### config.mk
export PLATFORM = sky130hd
export DESIGN_NAME = seg7_scan_display
export DESIGN_NICKNAME = d
export VERILOG_FILES = /design/src/rtl/seg7_scan_display.sv
export SDC_FILE = /design/constraint.sdc
export NUM_CORES = 1
export LEC_CHECK = 0
export ABC_CLOCK_PERIOD_IN_PS = 6410
export CAP_MARGIN = 20
export CORE_ASPECT_RATIO = 1.25
export CORE_MARGIN = 4
export CORE_UTILIZATION = 63
export DETAILED_ROUTE_END_ITERATION = 6
export PLACE_DENSITY = 0.85
export SYNTH_ARGS = -nofsm -noshare
export SYNTH_HDL_FRONTEND = slang
export SYNTH_SLANG_ARGS = --single-unit
### constraint.sdc
create_clock -name clk -period 6.41 [get_ports clk]
set_clock_uncertainty 0.1 [all_clocks]
set_input_delay 0.9615 -clock clk [delete_from_list [all_inputs] [get_ports clk]]
set_output_delay 0.9615 -clock clk [all_outputs]
set_load 0.02 [all_outputs]
### src/rtl/seg7_scan_display.sv
// seg7_scan_display: time-multiplexed driver for an N-digit common-anode
// seven-segment display. It shows a captured binary value as hex or as
// unsigned decimal, using a sequential double-dabble converter.
// Optional macro SEG7_LEADING_ZERO_BLANK_EN blanks leading zero digits.
module seg7_scan_display #(
    parameter int unsigned NUM_DIGITS  = 4,
    parameter int unsigned DATA_W      = 8,
    parameter int unsigned REFRESH_DIV = 100000
) (
    input  logic                  clk,
    input  logic                  rst,
    input  logic [DATA_W-1:0]     value,
    input  logic                  load,
    input  logic                  hex_mode,
    output logic                  busy,
    output logic [6:0]            seg,
    output logic [NUM_DIGITS-1:0] an
);

    localparam int unsigned CNT_W      = $clog2(REFRESH_DIV);
    localparam int unsigned IDX_W      = (NUM_DIGITS > 1) ? $clog2(NUM_DIGITS) : 1;
    localparam int unsigned BCD_DIGITS = (DATA_W + 2) / 3;
    localparam int unsigned BCD_W      = 4 * BCD_DIGITS;
    localparam int unsigned SH_W       = $clog2(DATA_W + 1);
    localparam int unsigned DISP_W     = 4 * NUM_DIGITS;
    localparam int unsigned PAD_W      = (DATA_W > DISP_W) ? DATA_W : DISP_W;
    localparam int unsigned DD_W       = BCD_W + DATA_W;

    localparam logic [6:0] SEG_DASH  = 7'b0111111;
    localparam logic [6:0] SEG_BLANK = 7'b1111111;

    typedef enum logic [1:0] {
        IDLE,
        CONVERT,
        DONE
    } state_t;

    state_t state, state_next;

    logic [CNT_W-1:0]  cnt, cnt_next;
    logic [IDX_W-1:0]  idx, idx_next;
    logic              wrap;
    logic [DISP_W-1:0] digits;
    logic              ovf;
    logic [BCD_W-1:0]  bcd, bcd_adj, bcd_shift;
    logic [DATA_W-1:0] bin, bin_shift;
    logic [DD_W-1:0]   dd_shift;
    logic [SH_W-1:0]   sh_cnt;
    logic              load_ok;
    logic [PAD_W-1:0]  value_pad;
    logic [DISP_W-1:0] hex_digits, dec_digits;
    logic              hex_ovf, dec_ovf;
    logic [3:0]        digit_arr [NUM_DIGITS];
    logic [3:0]        cur_digit;
    logic              blank_cur;
    logic [6:0]        seg_next;
    logic [NUM_DIGITS-1:0] an_next;

    // Active-low segment pattern for one hex digit (bit 6 = g ... bit 0 = a)
    function automatic logic [6:0] enc(input logic [3:0] d);
        case (d)
            4'h0:    enc = 7'b1000000;
            4'h1:    enc = 7'b1111001;
            4'h2:    enc = 7'b0100100;
            4'h3:    enc = 7'b0110000;
            4'h4:    enc = 7'b0011001;
            4'h5:    enc = 7'b0010010;
            4'h6:    enc = 7'b0000010;
            4'h7:    enc = 7'b1111000;
            4'h8:    enc = 7'b0000000;
            4'h9:    enc = 7'b0010000;
            4'hA:    enc = 7'b0001000;
            4'hB:    enc = 7'b0000011;
            4'hC:    enc = 7'b1000110;
            4'hD:    enc = 7'b0100001;
            4'hE:    enc = 7'b0000110;
            default: enc = 7'b0001110;
        endcase
    endfunction

    assign load_ok = load & ~busy;

    // Hex view: nibbles of the zero-extended value; overflow if bits above the display
    assign value_pad  = PAD_W'(value);
    assign hex_digits = value_pad[DISP_W-1:0];
    assign hex_ovf    = (value_pad >> DISP_W) != '0;

    // Double-dabble step: add 3 to every BCD digit >= 5, then shift left by one
    for (genvar g = 0; g < BCD_DIGITS; g++) begin : g_adj
        assign bcd_adj[4*g +: 4] = (bcd[4*g +: 4] >= 4'd5) ? bcd[4*g +: 4] + 4'd3
                                                             : bcd[4*g +: 4];
    end
    assign dd_shift  = {bcd_adj, bin} << 1;
    assign bcd_shift = dd_shift[DD_W-1:DATA_W];
    assign bin_shift = dd_shift[DATA_W-1:0];

    // Decimal view: low BCD digits to the display, overflow if any higher digit is nonzero
    for (genvar g = 0; g < NUM_DIGITS; g++) begin : g_dec
        if (g < BCD_DIGITS) begin : g_bcd
            assign dec_digits[4*g +: 4] = bcd[4*g +: 4];
        end else begin : g_zero
            assign dec_digits[4*g +: 4] = 4'd0;
        end
    end
    if (BCD_DIGITS > NUM_DIGITS) begin : g_dec_ovf
        assign dec_ovf = |bcd[BCD_W-1:DISP_W];
    end else begin : g_no_dec_ovf
        assign dec_ovf = 1'b0;
    end

    // Converter next-state logic
    always_comb begin
        state_next = state;
        case (state)
            IDLE:    if (load_ok && !hex_mode) state_next = CONVERT;
            CONVERT: if (sh_cnt == SH_W'(DATA_W - 1)) state_next = DONE;
            DONE:    state_next = IDLE;
            default: state_next = IDLE;
        endcase
    end

    // Converter state register and registered busy flag
    always_ff @(posedge clk or posedge rst) begin
        if (rst) begin
            state <= IDLE;
            busy  <= 1'b0;
        end else begin
            state <= state_next;
            busy  <= (state_next != IDLE);
        end
    end

    // Load capture, shift iterations and digit register write-back
    always_ff @(posedge clk or posedge rst) begin
        if (rst) begin
            bcd    <= '0;
            bin    <= '0;
            sh_cnt <= '0;
            digits <= '0;
            ovf    <= 1'b0;
        end else begin
            case (state)
                IDLE: begin
                    if (load_ok) begin
                        if (hex_mode) begin
                            digits <= hex_digits;
                            ovf    <= hex_ovf;
                        end else begin
                            bin    <= value;
                            bcd    <= '0;
                            sh_cnt <= '0;
                        end
                    end
                end
                CONVERT: begin
                    bcd    <= bcd_shift;
                    bin    <= bin_shift;
                    sh_cnt <= sh_cnt + SH_W'(1);
                end
                DONE: begin
                    digits <= dec_digits;
                    ovf    <= dec_ovf;
                end
                default: ;
            endcase
        end
    end

    for (genvar g = 0; g < NUM_DIGITS; g++) begin : g_arr
        assign digit_arr[g] = digits[4*g +: 4];
    end

    // Refresh counter and digit index for the next scan slot
    assign wrap     = (cnt == CNT_W'(REFRESH_DIV - 1));
    assign cnt_next = wrap ? '0 : cnt + CNT_W'(1);
    assign idx_next = !wrap ? idx :
                      (idx == IDX_W'(NUM_DIGITS - 1)) ? '0 : idx + IDX_W'(1);

    assign cur_digit = digit_arr[idx_next];

`ifdef SEG7_LEADING_ZERO_BLANK_EN
    logic [NUM_DIGITS:0]   nz_from;
    logic [NUM_DIGITS-1:0] blank_vec;
    assign nz_from[NUM_DIGITS] = 1'b0;
    // A digit is blank when it and every digit above it are zero; digit 0 always shows
    for (genvar g = 0; g < NUM_DIGITS; g++) begin : g_blank
        assign nz_from[g] = nz_from[g+1] | (digit_arr[g] != 4'd0);
        if (g == 0) begin : g_first
            assign blank_vec[g] = 1'b0;
        end else begin : g_upper
            assign blank_vec[g] = ~nz_from[g];
        end
    end
    assign blank_cur = blank_vec[idx_next];
`else
    assign blank_cur = 1'b0;
`endif

    // Segment pattern for the upcoming slot; overflow dashes take priority over blanking
    always_comb begin
        seg_next = enc(cur_digit);
        if (blank_cur) seg_next = SEG_BLANK;
        if (ovf)       seg_next = SEG_DASH;
    end

    assign an_next = ~(NUM_DIGITS'(1) << idx_next);

    // Scan registers: counter, index and the registered display pins
    always_ff @(posedge clk or posedge rst) begin
        if (rst) begin
            cnt <= '0;
            idx <= '0;
            seg <= SEG_BLANK;
            an  <= '1;
        end else begin
            cnt <= cnt_next;
            idx <= idx_next;
            seg <= seg_next;
            an  <= an_next;
        end
    end

endmodule
# After elaboration in Yosys (flattened, before gate mapping)

Memories as Yosys holds them, arrays and structs flattened.
Index checks and enable logic that the tools add are counted.

ROM bits: 112
Memories kept: 1
Input port bits: 12
Register bits after elaboration: 74

Memory list:

| memory          | words | width | rd ports | clocked after memory_dff | write ports | line | RTL |
|---|---|---|---|---|---|---|---|
| (no name shown) | 16    | 7     | 1        | 0                        | 0           | 61   | `case (d)` |

Reduce and logical (&&, ||, !) cells: 8
Muxes and demuxes: 28
Bitwise gates (word level): 4
Shift-type cells: 1
Magnitude comparators: 4
Equal/unequal tests: 8
Add/subtract/negate cells: 6

Operators by type and width:

| operator                                                              | number |
|---|---|
| 16-bit two-way mux                                                    | 2 |
| 16-bit one-hot mux with 2 select lines                                | 1 |
| 12-bit two-way mux                                                    | 2 |
| 4-bit two-way mux                                                     | 6 |
| 12-bit one-hot mux with 2 select lines                                | 1 |
| 17-bit by 1-bit adder with 17-bit output, second input constant       | 1 |
| 17-bit equality test, second input constant                           | 1 |
| 17-bit two-way mux                                                    | 1 |
| 8-bit two-way mux                                                     | 2 |
| 8-bit one-hot mux with 2 select lines                                 | 1 |
| 4-bit by 3-bit >= comparator with 1-bit output, second input constant | 3 |
| 4-bit by 2-bit adder with 4-bit output, second input constant         | 2 |
| 4-bit binary-select mux with 2-bit select                             | 1 |
| 2-bit two-way mux                                                     | 4 |
| 4-bit one-hot mux with 2 select lines                                 | 1 |
| 7-bit two-way mux                                                     | 1 |
| 2-bit inequality test, second input constant                          | 3 |
| 3-bit AND reduction                                                   | 2 |
| 2-bit nonzero test                                                    | 3 |
| 4-bit by 1-bit adder with 4-bit output, second input constant         | 1 |
| 2-bit equality test, second input constant                            | 2 |
| 4-bit by 3-bit equality test with 1-bit output, second input constant | 1 |
| 4-bit NOT                                                             | 1 |
| 2-bit one-hot mux with 2 select lines                                 | 1 |
| 14 further kinds                                                      | 15 |

# Longest topological paths before layout

Gate-level depths: netlist of run 1.
An unclocked memory read counts as a cell.

Word-level depth: 9
Mapped depth: 12
Depth with buffers taken out: 11

# Worst setup path before layout of run 1

OpenSTA, ideal clock, no wires.

Path type: register to register
Start point: register cnt[0]
End point: register seg[3]
Cell stages (with the launch flop): 11
Setup time: 0.075 ns
Setup slack: 3.415 ns
Required time: 6.235 ns
Arrival: 2.821 ns
Period minus slack after synthesis: 2.995 ns
Cell sequence: dfrtp_1 ha_1 and4_4 and4_1 buf_6 mux2i_2 mux2i_1 a2bb2oi_1 ha_1 mux2_1 mux2i_1

Cells in the longest elaborated chain, start to end: 8

RTL lines:

| element                                               | line | RTL |
|---|---|---|
| from (decl)                                           | 40   | `logic [CNT_W-1:0] cnt, cnt_next;` |
| from (signal assigned)                                | 216  | `cnt <= cnt_next;` |
| 17-bit equality test                                  | 174  | `assign wrap = (cnt == CNT_W'(REFRESH_DIV - 1));` |
| 2-bit two-way mux                                     | 176  | `assign idx_next = !wrap ? idx :` |
| 2-bit NOT with 3-bit output (not written as such)     | 179  | `assign cur_digit = digit_arr[idx_next];` |
| 4-bit binary-select mux with 2-bit select             | 179  |  |
| 4-bit two-way mux (not written as such) (2 in series) | 179  |  |
| memory 16 x 7 bit                                     | -    |  |
| 7-bit two-way mux                                     | 203  | `if (ovf) seg_next = SEG_DASH;` |
| net seg_next[3]                                       | 56   | `logic [6:0] seg_next;` |
| to (signal assigned)                                  | 218  | `seg <= seg_next;` |
| to (decl)                                             | 16   | `output logic [6:0] seg,` |

The timed path passes the listed nets, and every way through them passes these cells. The select of a mux whose other input is x is not followed.
A chain may end at the register's enable or synchronous reset.

# Final worst setup path of run 1

Ends and elaborated chain as after synthesis.

==> results of run 1 <==
cell families (layout without fill, tap and decap cells):
logic type | after synthesis | after routing | synth area share (%)
adders and majority gates | 15 | 15 | 5.54
buffers and inverters | 30 | 57 | 3.80
muxes | 13 | 13 | 4.43
xor gates and xnor gates | 18 | 18 | 4.65
AOI/OAI and AO/OA | 67 | 67 | 13.1
and+or+nand+nor | 121 | 121 | 17.2
DFF | 69 | 69 | 51.3
per-stage QoR:
stage / total power, mW / cells / utilization [%] / worst slack [ns]
after floorplan: 1.15 / 333 / - / 3.41
after global placement: 1.27 / 406 / 70.6 / 2.96
after detailed placement: 1.30 / 406 / 70.6 / 2.71
after CTS: 1.74 / 422 / 75.4 / 2.63
after global routing: 1.85 / 422 / 75.4 / 2.37
final: 1.73 / 422 / 75.4 / 2.66
power by group:
group	switching, mW	total [mW]	internal, mW	leakage [nW]
Clock	0.159	0.427	0.268	0.119
Sequential	0.0958	0.680	0.584	0.843
Combinational	0.354	0.625	0.272	0.760
Total	0.609	1.73	1.12	1.72
worst paths after layout:
kind | end | slack [ns] | from
max reg2reg | seg[3]$_DFF_PP1_ | 2.66 | cnt[0]$_DFF_PP0_
min in group asynchronous | cnt[13]$_DFF_PP0_ | 0.72 | rst
max | seg[3]$_DFF_PP1_ | 2.66 | cnt[0]$_DFF_PP0_
max in group asynchronous | busy$_DFF_PP0_ | 4.52 | rst
min reg2reg | bcd[0]$_DFFE_PP0P_ | 0.39 | bin[7]$_DFFE_PP0P_
min | bcd[0]$_DFFE_PP0P_ | 0.39 | bin[7]$_DFFE_PP0P_
metal layers:
| layer | GRT usage, % | vias to the layer above | wire, µm |
|---|---|---|---|
| met2 | 36.7 | 49 | 3480 |
| li1 | - | 1193 | - |
| met3 | 4.80 | 15 | 210 |
| met1 | 24.0 | 1204 | 2570 |
| met4 | 9.37 | 0 | 147 |
| met5 | 0 | - | 0 |
flip-flops by register name, summed over array words and instances, names as in the netlist:
register  count
bin           8
busy          1
seg           7
an            4
bcd          12
digits       12
state         2
cnt          17
idx           2
sh_cnt        4
critical path, stage by stage, from the launching register on:
cell and delay [ns]:
dfrtp_1 0.41, ha_1 0.23, and4_4 0.24, and4_1 0.58, mux2i_2 0.49, mux2i_1 0.26
a2bb2oi_1 0.52, ha_1 0.37, mux2_1 0.31, mux2i_1 0.16
layout by cell type (no fill, tap or decap), types with 10 or more instances in the layout:
cell	instances
dfrtp_1	58
nor2_1	41
nand2_1	36
clkdlybuf4s50_1	23
o21ai_0	19
inv_1	15
ha_1	15
o22ai_1	12
xnor2_1	11
nand3_1	11
dfstp_2	11
nand2b_1	10
clkbuf_8	10
area by class of cell:
class	count	area share [%]
clock buffer	10	3.54
tap	62	2.00
clock inverter	6	2.83
multi-input combinational	234	39.1
sequential	69	44.8
timing repair buffer	24	6.12
inverter	17	1.64
==> out/metrics.cfg, run 1 <==
[clock_tree]
cts.path.max_buffers = 2
numCtsBuffers = 9
cts_sinks = 69
cts.hold.buffers_added = 0
cts_tree = yes
htree_levels = 3
cts.clk_slew.worst_paths_ns = 0.08
clk_latency_ns = 0.35
ctsRootBufferMaster = clkbuf_8
cts.repair.resized = 0
cts_setup_buffers = 0

[synthesis]
synth-edff-count = 0
yosysMostFrequentCell = dfrtp_1
post-synth-top-area-cell = dfrtp_1
synth-seq-cells = 69
synth_area_mm2 = 0.00339
synth_commonest_cells = dfrtp_1, nor2_1, nand2_1, o21ai_0, inv_1
avgSynthCellArea_um2 = 10.2
synth_top_area_share_pct = 42.8
yosys_warnings = 0
ys_seq_area_share_pct = 51.3
synthTopCellsByArea = dfrtp_1, dfstp_2, ha_1
synth_cell_types = 45
synth.net_count = 360
async_reset_ff_share_pct = 100
synth-main-ff-cell = dfrtp_1
syn_inst = 333

[cells_and_area]
multi_input_area_mm2 = 0.00152
final_area_mm2 = 0.00389
drive_gt1_share_pct = 11.4
fillers = 351
area_growth_pct = 14.7
n_antenna_cell = 0
fin_nets = 382
seq_area_mm2 = 0.00174

[worst_hold_path]
hold_class = flop to flop
holdPathStages = 2

[timing]
rsz0062_at_grt = no
relSlewSlack_pct = 46.3
setup_tns_ns = 0
period_minus_slack_ns = 3.75
maxSlewViolCount = 0
finalSetupViolations = 0
final-hold-violation-count = 0
worst_slew_pin_slew_ns = 0.803
fmax_ghz = 0.266
hold_ws_ns = 0.386
period_share_pct = 58.5

[drt]
wl_per_cell_um = 15.2
vias = 2461
drt_wl_total_um = 6410
ant_nets = 0
drt_iter0_drc = 116
dr.pass1.iters = 6
drc_errors = 0
via_per_inst = 5.83

[placement]
post_dp_cell_area_mm2 = 0.00364
dpl.hpwl_um = 4470
gp_congestion = 0.881
io_buffers = 23

[die]
die_x_um = 73.6
core_mm2 = 0.00515
die_height_um = 90.0
rows = 29
ioPinCount = 24
start_util_pct = 65.8
die-area_mm2 = 0.00662

[global_route]
grt.overflow.total = 0
grt_max_degree = 63
grt_pass1_wl_um = 10800
grt_usage_pct = 21.1
antenna_found_initial = 0
first_global_vias = 2410

[setup_path]
end_kind = flop
arrival_ns = 3.92
r2r_cells = 9
cp.required_ns = 6.57
critPathMaxFanout = 14
start_kind = flop
critPathKind = flop to flop

[flow_run]
max-cap-violations = 0

[power]
powerDensity_mw_per_mm2 = 446
p_leak_nw = 1.72
ir_worst_vdd_uv = 268

[status]
run_status = finished clean

Power figures use the tool's default switching activity.
==> inputs of run 2 (changes only) <==
Settings changed: ABC_CLOCK_PERIOD_IN_PS 6410 to 3340, CORE_UTILIZATION 63 to 53, PLACE_DENSITY 0.85 to 0.76.
Clock period 6.41 ns to 3.34 ns, I/O delays scaled along.
==> run 2 against run 1 <==
Effect of this change:
- count of clock-buffer cells in the layout increased by 2
- critical path depth increased by 4
- register-to-register slack got worse by 2.4 ns
- largest power group unchanged
==> out/metrics.cfg, run 2 (synthesis gave the netlist of run 1 again) <==
[placement]
io_buffers = 23
dpl.hpwl_um = 4480
pre_cts_slack_ns = 0.195
placed_cells = 431
gp_congestion = 0.830
post_dp_cell_area_mm2 = 0.00370

[timing]
setup_tns_ns = 0
relSlewSlack_pct = 43.2
fin_ws_ns = 0.218
final-hold-violation-count = 0
rsz0062_at_grt = no
worst_slew_pin_slew_ns = 0.851
period_minus_slack_ns = 3.12
finalSetupViolations = 0
period_share_pct = 93.5
maxSlewViolCount = 0
fmax_ghz = 0.320

[drt]
dr.pass1.iters = 4
ant_nets = 0
drt_iter0_drc = 91
drt_wl_total_um = 6400
via_per_inst = 5.46
vias = 2439
wl_per_cell_um = 14.3
drc_errors = 0

[clock_tree]
numCtsBuffers = 9
cts.clk_slew.worst_paths_ns = 0.08
ctsRootBufferMaster = clkbuf_8
cts_sinks = 69
cts.path.max_buffers = 2
clk_latency_ns = 0.35
htree_levels = 3
cts_tree = yes

[cells_and_area]
area_growth_pct = 16.4
layout_commonest_cell = dfrtp_1
fin_cells = 447
multi_input_area_mm2 = 0.00153
largestRegisters = cnt: 17 flops, bcd: 12 flops, digits: 12 flops
fillers = 500
n_antenna_cell = 0
regMostFlops = cnt
final_cell_mix = dfrtp_1, nor2_1, nand2_1, clkdlybuf4s50_1, o21ai_0
final_area_mm2 = 0.00395
drive_gt1_share_pct = 11.6
seq_area_mm2 = 0.00174
largest_reg_flops = 17
fin_nets = 384

[global_route]
grt_max_degree = 41
grt_pass1_wl_um = 11200
grt.overflow.total = 0
first_global_vias = 2475
grt_usage_pct = 18.5
antenna_found_initial = 0

[setup_path]
cp.required_ns = 3.52
arrival_ns = 3.30
end_kind = flop
start_kind = flop
critPathKind = flop to flop
critPathMaxFanout = 13

[die]
die_height_um = 97.4
core_mm2 = 0.00621
start_util_pct = 54.6
die_x_um = 79.5
die-area_mm2 = 0.00775
ioPinCount = 24
rows = 32

[power]
p_int_mw = 2.17
ir_worst_vdd_uv = 687
powerDensity_mw_per_mm2 = 845
pwr-share-seq_pct = 39.1
switching_share_pct = 35.0
p_leak_nw = 1.74
p_clk_share_pct = 24.7
combPwrFrac_pct = 36.2
switchingPower_mw = 1.17

[flow_run]
max-cap-violations = 0

[worst_hold_path]
hold_class = flop to flop

[status]
run_status = finished clean

## run 2: cell types whose count changed in the layout (fill, tap and decap cells not counted)
cell,change
buf_12,+1
a2bb2oi_2,+1
a2bb2oi_1,-1
clkinvlp_4,-2
clkbuf_1,+2
buf_6,+1
## run 2: stage by stage
step                hold slack (ns)  power, mW  util, %
floorplan                     0.348       2.20        -
global placement              0.362       2.46     59.6
detailed placement            0.376       2.52     59.6
CTS                           0.389       3.35     63.4
global route                  0.411       3.60     63.6
finish                        0.382       3.34     63.6
## run 2: per-layer routing
metal	routed length [µm]	track usage [%]
met1	2790	22.1
met2	3320	31.1
met3	166	4.17
met4	121	8.86
met5	0	0
## run 2: area by class of cell
class / instances / area share [%]
flip-flops and latches: 69 / 44.1
multi-input cells: 234 / 38.7
repair buffers: 26 / 6.82
clock buffers: 12 / 3.68
well taps: 85 / 2.69
clock inverters: 4 / 2.41
inverters: 17 / 1.62
## run 2: what timing repair did
| action | CTS | global route |
|---|---|---|
| setup endpoints to repair | 0 | 5 |
| hold buffers | 0 | 0 |
| setup buffers | 0 | 0 |
| resized for setup | 0 | 2 |
## run 2: critical path: stages (launching register included)
cell and delay, ns:
dfrtp_1 0.38, ha_1 0.21, and4_4 0.23, and4_1 0.26, buf_6 0.18, or4b_1 0.46
o21ai_2 0.15, a2bb2oi_1 0.10, buf_4 0.17, inv_1 0.08, ha_1 0.17, inv_1 0.10
mux2_1 0.29, mux2i_1 0.14
## run 2: power groups by stage
stage,clock (mW),combinational [mW],sequential [mW]
finish,0.823,1.21,1.31
global route,0.870,1.39,1.34
CTS,0.833,1.22,1.30
detailed placement,0,1.21,1.32
global placement,0,1.15,1.31
floorplan,0,0.879,1.32
## run 2: worst paths after layout
| kind | from | end | slack [ns] | depth (start not counted) |
|---|---|---|---|---|
| max | cnt[0]$_DFF_PP0_ | seg[3]$_DFF_PP1_ | 0.22 | 13 |
| min | cnt[0]$_DFF_PP0_ | cnt[0]$_DFF_PP0_ | 0.38 | 1 |
| max reg2reg | cnt[0]$_DFF_PP0_ | seg[3]$_DFF_PP1_ | 0.22 | 13 |
| min reg2reg | cnt[0]$_DFF_PP0_ | cnt[0]$_DFF_PP0_ | 0.38 | 1 |
| max in group asynchronous | rst | an[2]$_DFF_PP1_ | 1.97 | 3 |
| min in group asynchronous | rst | cnt[10]$_DFF_PP0_ | 0.47 | 2 |
==> inputs of run 3 (changes only) <==
Settings changed: CORE_MARGIN 4 to 2.
==> run 3 against run 2 <==
Effect of this change:
- count of clock-buffer cells in the layout decreased by 2
- die area decreased by 8.9%
- critical path depth decreased by 3
- critical endpoint is now seg[4]$_DFF_PP1_
- largest cell class unchanged
==> out/metrics.cfg, run 3 (synthesis gave the netlist of run 1 again) <==
[status]
run_status = finished clean

[drt]
drc_errors = 0
dr.pass1.iters = 4
drt_wl_total_um = 6200
wl_per_cell_um = 13.8
drt_iter0_drc = 118
vias = 2415
ant_nets = 0
via_per_inst = 5.39

[global_route]
grt_max_degree = 52
grt.overflow.total = 0
grt_pass1_wl_um = 10800
antenna_found_initial = 0
first_global_vias = 2420
grt_usage_pct = 20.1

[clock_tree]
cts_sinks = 69
htree_levels = 3
numCtsBuffers = 9
clk_latency_ns = 0.34
cts_tree = yes
cts.clk_slew.worst_paths_ns = 0.08
ctsRootBufferMaster = clkbuf_8
cts_setup_buffers = 0
cts.hold.buffers_added = 0
cts.path.max_buffers = 2
cts.repair.resized = 0

[die]
ioPinCount = 24
rows = 32
core_mm2 = 0.00617
die-area_mm2 = 0.00705
start_util_pct = 55.0
die_x_um = 75.5
die_height_um = 93.4

[setup_path]
start_kind = flop
critPathKind = flop to flop
critPathMaxFanout = 6
cp.required_ns = 3.51
crit_path_start = cnt[0]$_DFF_PP0_
r2r-start = cnt[0]$_DFF_PP0_
arrival_ns = 3.18
end_kind = flop

[cells_and_area]
multi_input_area_mm2 = 0.00153
final_cell_mix = dfrtp_1, nor2_1, nand2_1, clkdlybuf4s50_1, o21ai_0
n_antenna_cell = 0
largest_reg_flops = 17
area_growth_pct = 15.6
seq_area_mm2 = 0.00174
regMostFlops = cnt
layout_commonest_cell = dfrtp_1
drive_gt1_share_pct = 12.4
fin_cells = 448
fillers = 521
fin_util_pct = 63.6
final_area_mm2 = 0.00392
largestRegisters = cnt: 17 flops, bcd: 12 flops, digits: 12 flops
fin_nets = 385

[timing]
rsz0062_at_grt = no
period_minus_slack_ns = 3.01
final-hold-violation-count = 0
relSlewSlack_pct = 46.8
worst_slew_pin_slew_ns = 0.795
fmax_ghz = 0.332
period_share_pct = 90.2
finalSetupViolations = 0
setup_tns_ns = 0
maxSlewViolCount = 0

[placement]
io_buffers = 23
gp_congestion = 0.785
placed_cells = 432
post_dp_cell_area_mm2 = 0.00370
dpl.hpwl_um = 4430

[power]
fin_total_pwr_mw = 3.22
powerDensity_mw_per_mm2 = 821
p_leak_nw = 1.72
ir_worst_vdd_uv = 489

[flow_run]
max-cap-violations = 0

[worst_hold_path]
hold_class = input port to async pin

[run 3: changes by cell type in the layout (fill, tap and decap cells not counted), sizes merged]
cell / delta
clkbuf: -2
clkinv: +1
buf: +1
inv: +1
clkinvlp: +2
bufinv: -2
[run 3: final timing paths]
path	endpoint	slack, ns	cells after the start
max	seg[4]$_DFF_PP1_	0.33	10
min	cnt[2]$_DFF_PP0_	0.36	2
max reg2reg	seg[4]$_DFF_PP1_	0.33	10
min reg2reg	cnt[0]$_DFF_PP0_	0.38	1
max in group asynchronous	seg[5]$_DFF_PP1_	2.12	3
min in group clk	cnt[0]$_DFF_PP0_	0.38	1
[run 3: routing by layer]
metal / global-route usage [%] / vias to the layer above / wire (µm)
met5: 0 / - / 0
met4: 8.33 / 0 / 73
met3: 3.77 / 7 / 204
met2: 34.1 / 40 / 3220
met1: 24.4 / 1173 / 2700
li1: - / 1195 / -
[run 3: critical path: stages (launching register included)]
cell,delay (ns)
dfrtp_1,0.38
ha_1,0.21
and4_4,0.24
and4_1,0.26
mux2i_2,0.44
mux2i_1,0.29
a2bb2oi_2,0.26
inv_1,0.13
ha_1,0.21
mux2_2,0.26
o22ai_1,0.15
[run 3: final cells by class]
type / count / area share, %
clock inverters: 6 / 1.82
inverters: 17 / 1.63
repair buffers: 27 / 6.96
multi-input cells: 234 / 39.0
clock buffers: 10 / 3.51
flip-flops and latches: 69 / 44.4
well taps: 85 / 2.71
[run 3: report_power, final]
| group | total [mW] | leakage [nW] | internal, mW | switching, mW |
|---|---|---|---|---|
| clock | 0.700 | 0.0991 | 0.370 | 0.330 |
| sequential | 1.30 | 0.843 | 1.12 | 0.182 |
| combinational | 1.22 | 0.781 | 0.540 | 0.676 |
[run 3: per-stage QoR]
stage	hold slack, ns	setup slack [ns]
final	0.362	0.326
after global routing	0.395	0.0740
after CTS	0.365	0.144
after detailed placement	0.371	0.162
after global placement	0.366	0.245
after floorplan	0.348	0.345
